--- src/rtl/node_dup_pkg.sv ---
// node_dup_pkg: shared types and default widths for the node duplication stage.
// Latency: n/a (types and constants only).
// Backpressure: n/a.
package node_dup_pkg;

   // Default widths for the duplicator and its ID allocator
   localparam int ID_W_DEF     = 8;
   localparam int OP_W_DEF     = 2;
   localparam int FANOUT_W_DEF = 4;

   // Gate opcodes carried through unchanged on every copy
   typedef enum logic [1:0] {
      OP_AND = 2'd0,
      OP_OR  = 2'd1,
      OP_XOR = 2'd2,
      OP_NOT = 2'd3
   } op_e;

   // Duplicator control states
   typedef enum logic {
      IDLE = 1'b0,
      EMIT = 1'b1
   } state_e;

   // True when the copy at index 'copy' is the final one of a node with 'fanout' consumers.
   // Only meaningful for fanout >= 1; a zero-fanout node never enters EMIT.
   function automatic logic is_last_copy(input int unsigned copy, input int unsigned fanout);
      return (copy + 32'd1) == fanout;
   endfunction

endpackage

--- src/rtl/node_id_allocator.sv ---
// node_id_allocator: hands out fresh node IDs in increasing order, one per enabled cycle.
// Latency: new ID visible the cycle after inc; current ID is a plain register output.
// Backpressure: none; the caller pulses inc only when a copy is actually accepted.
module node_id_allocator #(
   parameter int ID_W = 8
) (
   input  logic            clk,
   input  logic            rst,
   input  logic            inc,
   output logic [ID_W-1:0] id,
   output logic            overflow
);

   localparam logic [ID_W-1:0] ID_MAX = '1;

   // Counter with wrap to zero; overflow is sticky until reset so downstream can
   // tell that IDs may now collide with ones issued before the wrap.
   always_ff @(posedge clk) begin
      if (rst) begin
         id       <= '0;
         overflow <= 1'b0;
      end else if (inc) begin
         if (id == ID_MAX) begin
            id       <= '0;
            overflow <= 1'b1;
         end else begin
            id <= id + ID_W'(1);
         end
      end
   end

endmodule

--- src/rtl/node_duplicator.sv ---
// node_duplicator: re-materialises a shared gate node as one private copy per consumer, each with a fresh ID.
// Latency: tuple accepted in cycle N gives first copy valid in N+1; one copy per cycle with out_ready high.
// Backpressure: copy fields hold while out_ready is low; in_ready rises in EMIT only on the last-copy accept.
module node_duplicator
   import node_dup_pkg::*;
#(
   parameter int ID_W     = ID_W_DEF,
   parameter int OP_W     = OP_W_DEF,
   parameter int FANOUT_W = FANOUT_W_DEF
) (
   input  logic                clk,
   input  logic                rst,

   input  logic                in_valid,
   output logic                in_ready,
   input  logic [ID_W-1:0]     in_id,
   input  logic [OP_W-1:0]     in_op,
   input  logic [ID_W-1:0]     in_a,
   input  logic [ID_W-1:0]     in_b,
   input  logic [FANOUT_W-1:0] in_fanout,

   output logic                out_valid,
   input  logic                out_ready,
   output logic [ID_W-1:0]     out_id,
   output logic [ID_W-1:0]     out_src_id,
   output logic [OP_W-1:0]     out_op,
   output logic [ID_W-1:0]     out_a,
   output logic [ID_W-1:0]     out_b,
   output logic [FANOUT_W-1:0] out_copy,

   output logic                id_overflow
);

   state_e              state;
   logic [FANOUT_W-1:0] fanout_q;
   logic [ID_W-1:0]     alloc_id;
   logic                out_fire;
   logic                last_copy;
   logic                in_fire;
   logic                load_new;

   // A copy leaves when presented and taken; the last one frees the input port in the same cycle
   // so a following node starts without a bubble.
   assign out_fire  = out_valid & out_ready;
   assign last_copy = is_last_copy(32'(out_copy), 32'(fanout_q));
   assign in_ready  = (state == IDLE) | (out_fire & last_copy);
   assign in_fire   = in_valid & in_ready;
   // Zero-fanout nodes are dead logic: accepted and dropped without touching the output registers.
   assign load_new  = in_fire & (in_fanout != '0);

   // Control FSM plus the registered copy fields; fields only change on a new load or a copy accept,
   // which keeps them stable under backpressure.
   always_ff @(posedge clk) begin
      if (rst) begin
         state      <= IDLE;
         out_valid  <= 1'b0;
         out_src_id <= '0;
         out_op     <= '0;
         out_a      <= '0;
         out_b      <= '0;
         out_copy   <= '0;
         fanout_q   <= '0;
      end else begin
         case (state)
            IDLE: begin
               if (load_new) begin
                  out_src_id <= in_id;
                  out_op     <= in_op;
                  out_a      <= in_a;
                  out_b      <= in_b;
                  fanout_q   <= in_fanout;
                  out_copy   <= '0;
                  out_valid  <= 1'b1;
                  state      <= EMIT;
               end
            end
            EMIT: begin
               if (out_fire) begin
                  if (!last_copy) begin
                     out_copy <= out_copy + FANOUT_W'(1);
                  end else if (load_new) begin
                     // Back-to-back node: stay in EMIT and restart the copy index.
                     out_src_id <= in_id;
                     out_op     <= in_op;
                     out_a      <= in_a;
                     out_b      <= in_b;
                     fanout_q   <= in_fanout;
                     out_copy   <= '0;
                  end else begin
                     out_valid <= 1'b0;
                     state     <= IDLE;
                  end
               end
            end
            default: begin
               state     <= IDLE;
               out_valid <= 1'b0;
            end
         endcase
      end
   end

   // Fresh IDs advance only on accepted copies, so dropped nodes and stalls consume none.
   node_id_allocator #(
      .ID_W (ID_W)
   ) u_alloc (
      .clk      (clk),
      .rst      (rst),
      .inc      (out_fire),
      .id       (alloc_id),
      .overflow (id_overflow)
   );

   assign out_id = alloc_id;

endmodule

--- config.mk ---
export PLATFORM = sky130hd
export DESIGN_NAME = node_duplicator
export DESIGN_NICKNAME = d
export VERILOG_FILES = /design/src/rtl/node_dup_pkg.sv /design/src/rtl/node_id_allocator.sv /design/src/rtl/node_duplicator.sv
export SDC_FILE = /design/constraint.sdc
export NUM_CORES = 1
export LEC_CHECK = 0
export CAP_MARGIN = 25
export CORE_ASPECT_RATIO = 1.25
export CORE_UTILIZATION = 40
export DETAILED_ROUTE_END_ITERATION = 16
export GPL_ROUTABILITY_DRIVEN = 0
export PLACE_DENSITY = 0.72
export SLEW_MARGIN = 10
export SYNTH_ARGS = -nofsm -noshare
export SYNTH_HDL_FRONTEND = slang
export SYNTH_SLANG_ARGS = --single-unit
--- constraint.sdc ---
create_clock -name clk -period 5.9 [get_ports clk]
set_input_delay 1.77 -clock clk [delete_from_list [all_inputs] [get_ports clk]]
set_output_delay 1.77 -clock clk [all_outputs]
set_load 0.005 [all_outputs]
Yosys cells after proc, flatten, opt, wreduce, memory -nomap -nowiden --
Index checks and enable logic that the tools add are counted.
Cells by class: multiplexer cells 34, divide/modulo/power cells 0, $lt $le $gt $ge 0, reduce and logical (&&, ||, !) cells 4, equality and inequality tests 6, $add $sub $neg 3, bitwise gates (word level) 6, multipliers 0, shift-type cells 0
Operators with widths (number):
- 8-bit 2-to-1 mux | 10
- 8-bit case mux with 2 select lines | 3
- 4-bit 2-to-1 mux | 6
- 4-bit case mux with 2 select lines | 2
- 8-bit by 1-bit adder with 8-bit output, second input constant | 1
- 8-bit equality test, second input constant | 1
- 1-bit 2-to-1 mux | 7
- 2-bit 2-to-1 mux | 3
- 4-bit by 1-bit adder with 5-bit output, second input constant | 1
- 5-bit by 4-bit equality test with 1-bit output | 1
- 4-bit by 1-bit adder with 4-bit output, second input constant | 1
- 1-bit AND | 4
- 2-bit by 1-bit inequality test with 1-bit output, second input constant | 2
- 2-bit inequality test, second input constant | 2
- 1-bit case mux with 2 select lines | 2
- 2-bit case mux with 2 select lines | 1
- 2-bit AND reduction | 2
- 4-bit AND reduction | 1
- 4-bit nonzero test | 1
- 1-bit inverter | 1
- 1-bit OR | 1
Word-level totals: memories 0, bits in registers 45, logic and storage cells 63, output and inout bits 41, latch bits 0, memory bits (writable) 0, bits in read-only memories 0

Longest topological paths before layout --
depth in word-level cells 10, depth in mapped cells 7

Hierarchy --
Synthesis repeated with hierarchy kept, for this count alone.
Second synthesis, totals: cell total of the unflattened synthesis 218, area, all modules 2154.6 um2
Modules (own cells, without submodules):
- node_duplicator | sequential area each 720.7 um2, cells each 175, times used 1, area an instance 1759.2 um2
- node_id_allocator | sequential area each 180.2 um2, cells each 43, times used 1, area an instance 395.4 um2

Least setup slack after synthesis --
No wires, ideal clock.
path type input port to output port, from in out_ready, to out in_ready, stages 3, arrival 2.581 ns, setup slack 1.549 ns, cells stage by stage nand2_1 -> o41ai_4 -> buf_6
Between the ends: longest elaborated chain between the ends 3
Ends and longest elaborated chain:
- start: declaration | RTL line node_duplicator.sv:23 | input logic out_ready,
- 1-bit AND | RTL line node_duplicator.sv:44 | assign out_fire = out_valid & out_ready;
- 1-bit AND | RTL line node_duplicator.sv:46 | assign in_ready = (state == IDLE) | (out_fire & last_copy);
- 1-bit OR | RTL line node_duplicator.sv:46
- end: declaration | RTL line node_duplicator.sv:15 | output logic in_ready,
Every way passes these cells.

Worst setup path after layout --
Same ends and word-level chain as after synthesis.

==> flow_metrics.tcl <==
set metrics [dict create \
    syn_area_um2 2182 \
    finalSetupViolations 0 \
    die_h_um 84.58 \
    worst_pin_slew_ps 874.5 \
    cp_top_family "buffers and inverters" \
    dieArea_um2 5756 \
    seq_area_frac_synth_pct 41.28 \
    timing.final.ws_setup_ps 871.0 \
    grt_usage_pct 17.26 \
    clkSinkCount 45 \
    path_class "in -> out" \
    fin_worst_skew_ps 12.55 \
    ios 75 \
    crit_path_top_delay_cell "clkdlybuf4s50_1" \
    cts_tree "done" \
    crit_top_cell "clkdlybuf4s50_1" \
    ys_ff_latch 45 \
    pre_cts_slack_ps 869.7 \
    ys_top_cells_by_area "dfxtp_1, a21bo_2, nand3_1" \
    cp_max_fo 5 \
    drt-initial-drc-count 64 \
    overflow 0 \
    vdd_ir_drop_max_mv 0.1451 \
    hold_path.class "reg -> reg" \
    fp.dieW_um 68.06 \
    rows 29 \
    ff2ff_path_depth 7 \
    rsz0062_at_grt "false" \
    crit_path_end_kind "primary output" \
    holdCritStartpoint "u_alloc.overflow$_SDFFE_PP0P_" \
    hold_path_end "u_alloc.overflow$_SDFFE_PP0P_" \
    finalNetCount 331 \
    yosys.area.top_type "dfxtp_1" \
    hold_depth 2 \
    start_kind "input pin" \
    max_freq_ghz 0.1988 \
    cp_data_arrival_time_ps 3260 \
    grt_max_degree 62 \
    period_share_pct 85.24 \
    grt_pass1_vias 1660 \
    insertion_delay_ps 300 \
    portBuffers 74 \
    syn2layout_area_growth_pct 37.10 \
    drive_gt1_share_pct 18.24 \
    r2r-start "out_copy[0]$_SDFFE_PP0P_" \
    diodes 0 \
    syn-num-nets 267 \
    vias 1879 \
    wire_per_inst_um 13.07 \
    clock-root-buffer "clkbuf_8" \
    finalPower_mw 0.6446 \
    antenna_found_initial 0 \
    crit_chain "clkdlybuf4s50_1, nand2_1, o41ai_4, clkdlybuf4s50_1" \
    required_ps 4130 \
    core_area_um2 5152 \
    clockBufferDepth 2 \
    max_stage_delay_ps 580 \
    synthArstFlopShare_pct 0 \
    dp_hpwl_mm 3.098 \
    cts-hold-fix-buffers 0 \
    yosysWarnings 0 \
    postCtsSetupRepairBufs 0 \
    synth_top_area_share_pct 41.28 \
    synth_cells 231 \
    drc_errors 0 \
    numCtsBuffers 5 \
    start_util_pct 42.35 \
    slew_violations 0 \
    hold_violations 0 \
    fill_cells 510 \
    syn_avg_cell_area_um2 9.446 \
    layout_min_cycle_time_ps 5029 \
    timing.reg2reg.setup_slack_ps 3370 \
    synth_edf_count 0 \
    ys_types 39 \
    r2r-end "out_b[0]$_SDFFE_PP0P_" \
    tns_ps 0 \
    power_density_nw_per_um2 215.5 \
    power.leakage_nw 1.076 \
    wirelength_mm 4.680 \
    ctsHtreeMaxLevel 2 \
    outcome "finished, final reports clean" \
    slew_headroom_pct 41.70 \
    maxCapViolations 0 \
    clk_pin_slew_ps 90 \
    crit_buf_inv 2 \
    antenna_left 0 \
    cts_resized 0 \
    grt_pass1_wl_mm 7.672 \
    firstDrtPassIters 4 \
    synth_flop_cell "dfxtp_1" \
    via_per_inst 5.249 \
]
==> final cells by class <==
| type | count | area (um2) | area share [%] |
|---|---|---|---|
| clock inverters | 2 | 13.76 | 0.4601 |
| inverters | 2 | 7.507 | 0.2509 |
| clock buffers | 6 | 82.58 | 2.760 |
| well taps | 62 | 77.57 | 2.593 |
| flip-flops and latches | 45 | 900.9 | 30.11 |
| repair buffers | 76 | 763.2 | 25.51 |
| multi-input cells | 165 | 1146 | 38.31 |
==> flip-flops by register name, summed over array words and instances (netlist names) <==
name	count
out_a	8
out_b	8
out_src_id	8
u_alloc.id	8
fanout_q	4
out_copy	4
out_op	2
out_valid	1
state	1
u_alloc.overflow	1
==> routing by layer <==
metal,GRT usage (%),vias up,part of all wire [%]
met5,0,-,0
met3,5.978,7,6.0
met2,24.96,44,47
met4,6.629,0,1.6
met1,23.20,874,45
li1,-,954,-
==> synth_stat cells, types with 3 or more instances <==
library cell	n
nor2_1	11
nand4_1	3
buf_6	6
buf_2	4
xor2_1	7
xnor2_1	6
nand3_1	32
a21bo_2	30
nor3_1	3
a21oi_2	6
a21oi_1	29
clkbuf_1	7
nand2_1	12
dfxtp_1	45
and3_1	3
==> stage by stage <==
stage          hold slack (ps)  cell area, um2  std cells  util, %
2_1_floorplan            442.1            2182        231        -
5_1_grt                  486.2            2992        358    58.06
3_5_place_dp             443.9            2875        349    55.80
4_1_cts                  459.4            2972        357    57.67
6_report                 453.4            2992        358    58.06
3_3_place_gp             436.6            2875        349    55.80
==> where the power goes <==
group          switching, mW  internal (mW)  total [mW]
clock                  0.106         0.0951       0.201
sequential           0.00882          0.318       0.327
combinational         0.0489         0.0680       0.117
==> worst register-to-register path: cells and delay by family, from the launching register on <==
family,cells,cell delay [ps]
adders and majority gates,1,310
xor gates and xnor gates,1,140
AOI/OAI and AO/OA,3,590
buffers and inverters,1,550
and+or+nand+nor,1,300
DFF,1,480
==> how the worst max path moves through the flow <==
stage	end	start	cells after the start	slack [ps]
floorplan	in_ready	out_ready	3	1550
global placement	in_ready	out_ready	4	870
detailed placement	in_ready	out_ready	4	870
CTS	in_ready	out_ready	4	850
global route	in_ready	out_ready	4	760
finish	in_ready	out_ready	4	870
==> kinds of logic (layout without fill, tap and decap cells) <==
logic type / after synthesis / count (layout) / synth area share, %
buf+inv: 21 / 86 / 6.250
flops: 45 / 45 / 41.28
compound gates: 76 / 76 / 28.44
mux: 1 / 1 / 0.5160
xor+xnor: 13 / 13 / 5.218
fa+ha+maj: 2 / 2 / 1.147
simple gates: 73 / 73 / 17.15
==> cells in the final DEF, fill, tap and decap left out, drive strengths merged, types with 2 or more instances in the layout <==
master and count:
clkdlybuf4s50 73, dfxtp 45, buf 3, nand3 32, a21bo 30, clkinv 2
o41ai 2, nand2 12, a211oi 2, nor3 3, a21oi 35, clkbuf 6
xnor2 6, ha 2, and3 3, xor2 7, inv 2, nor2 11
a32o 2, nand4 3
Note: power is estimated with default switching activity, not from simulation.
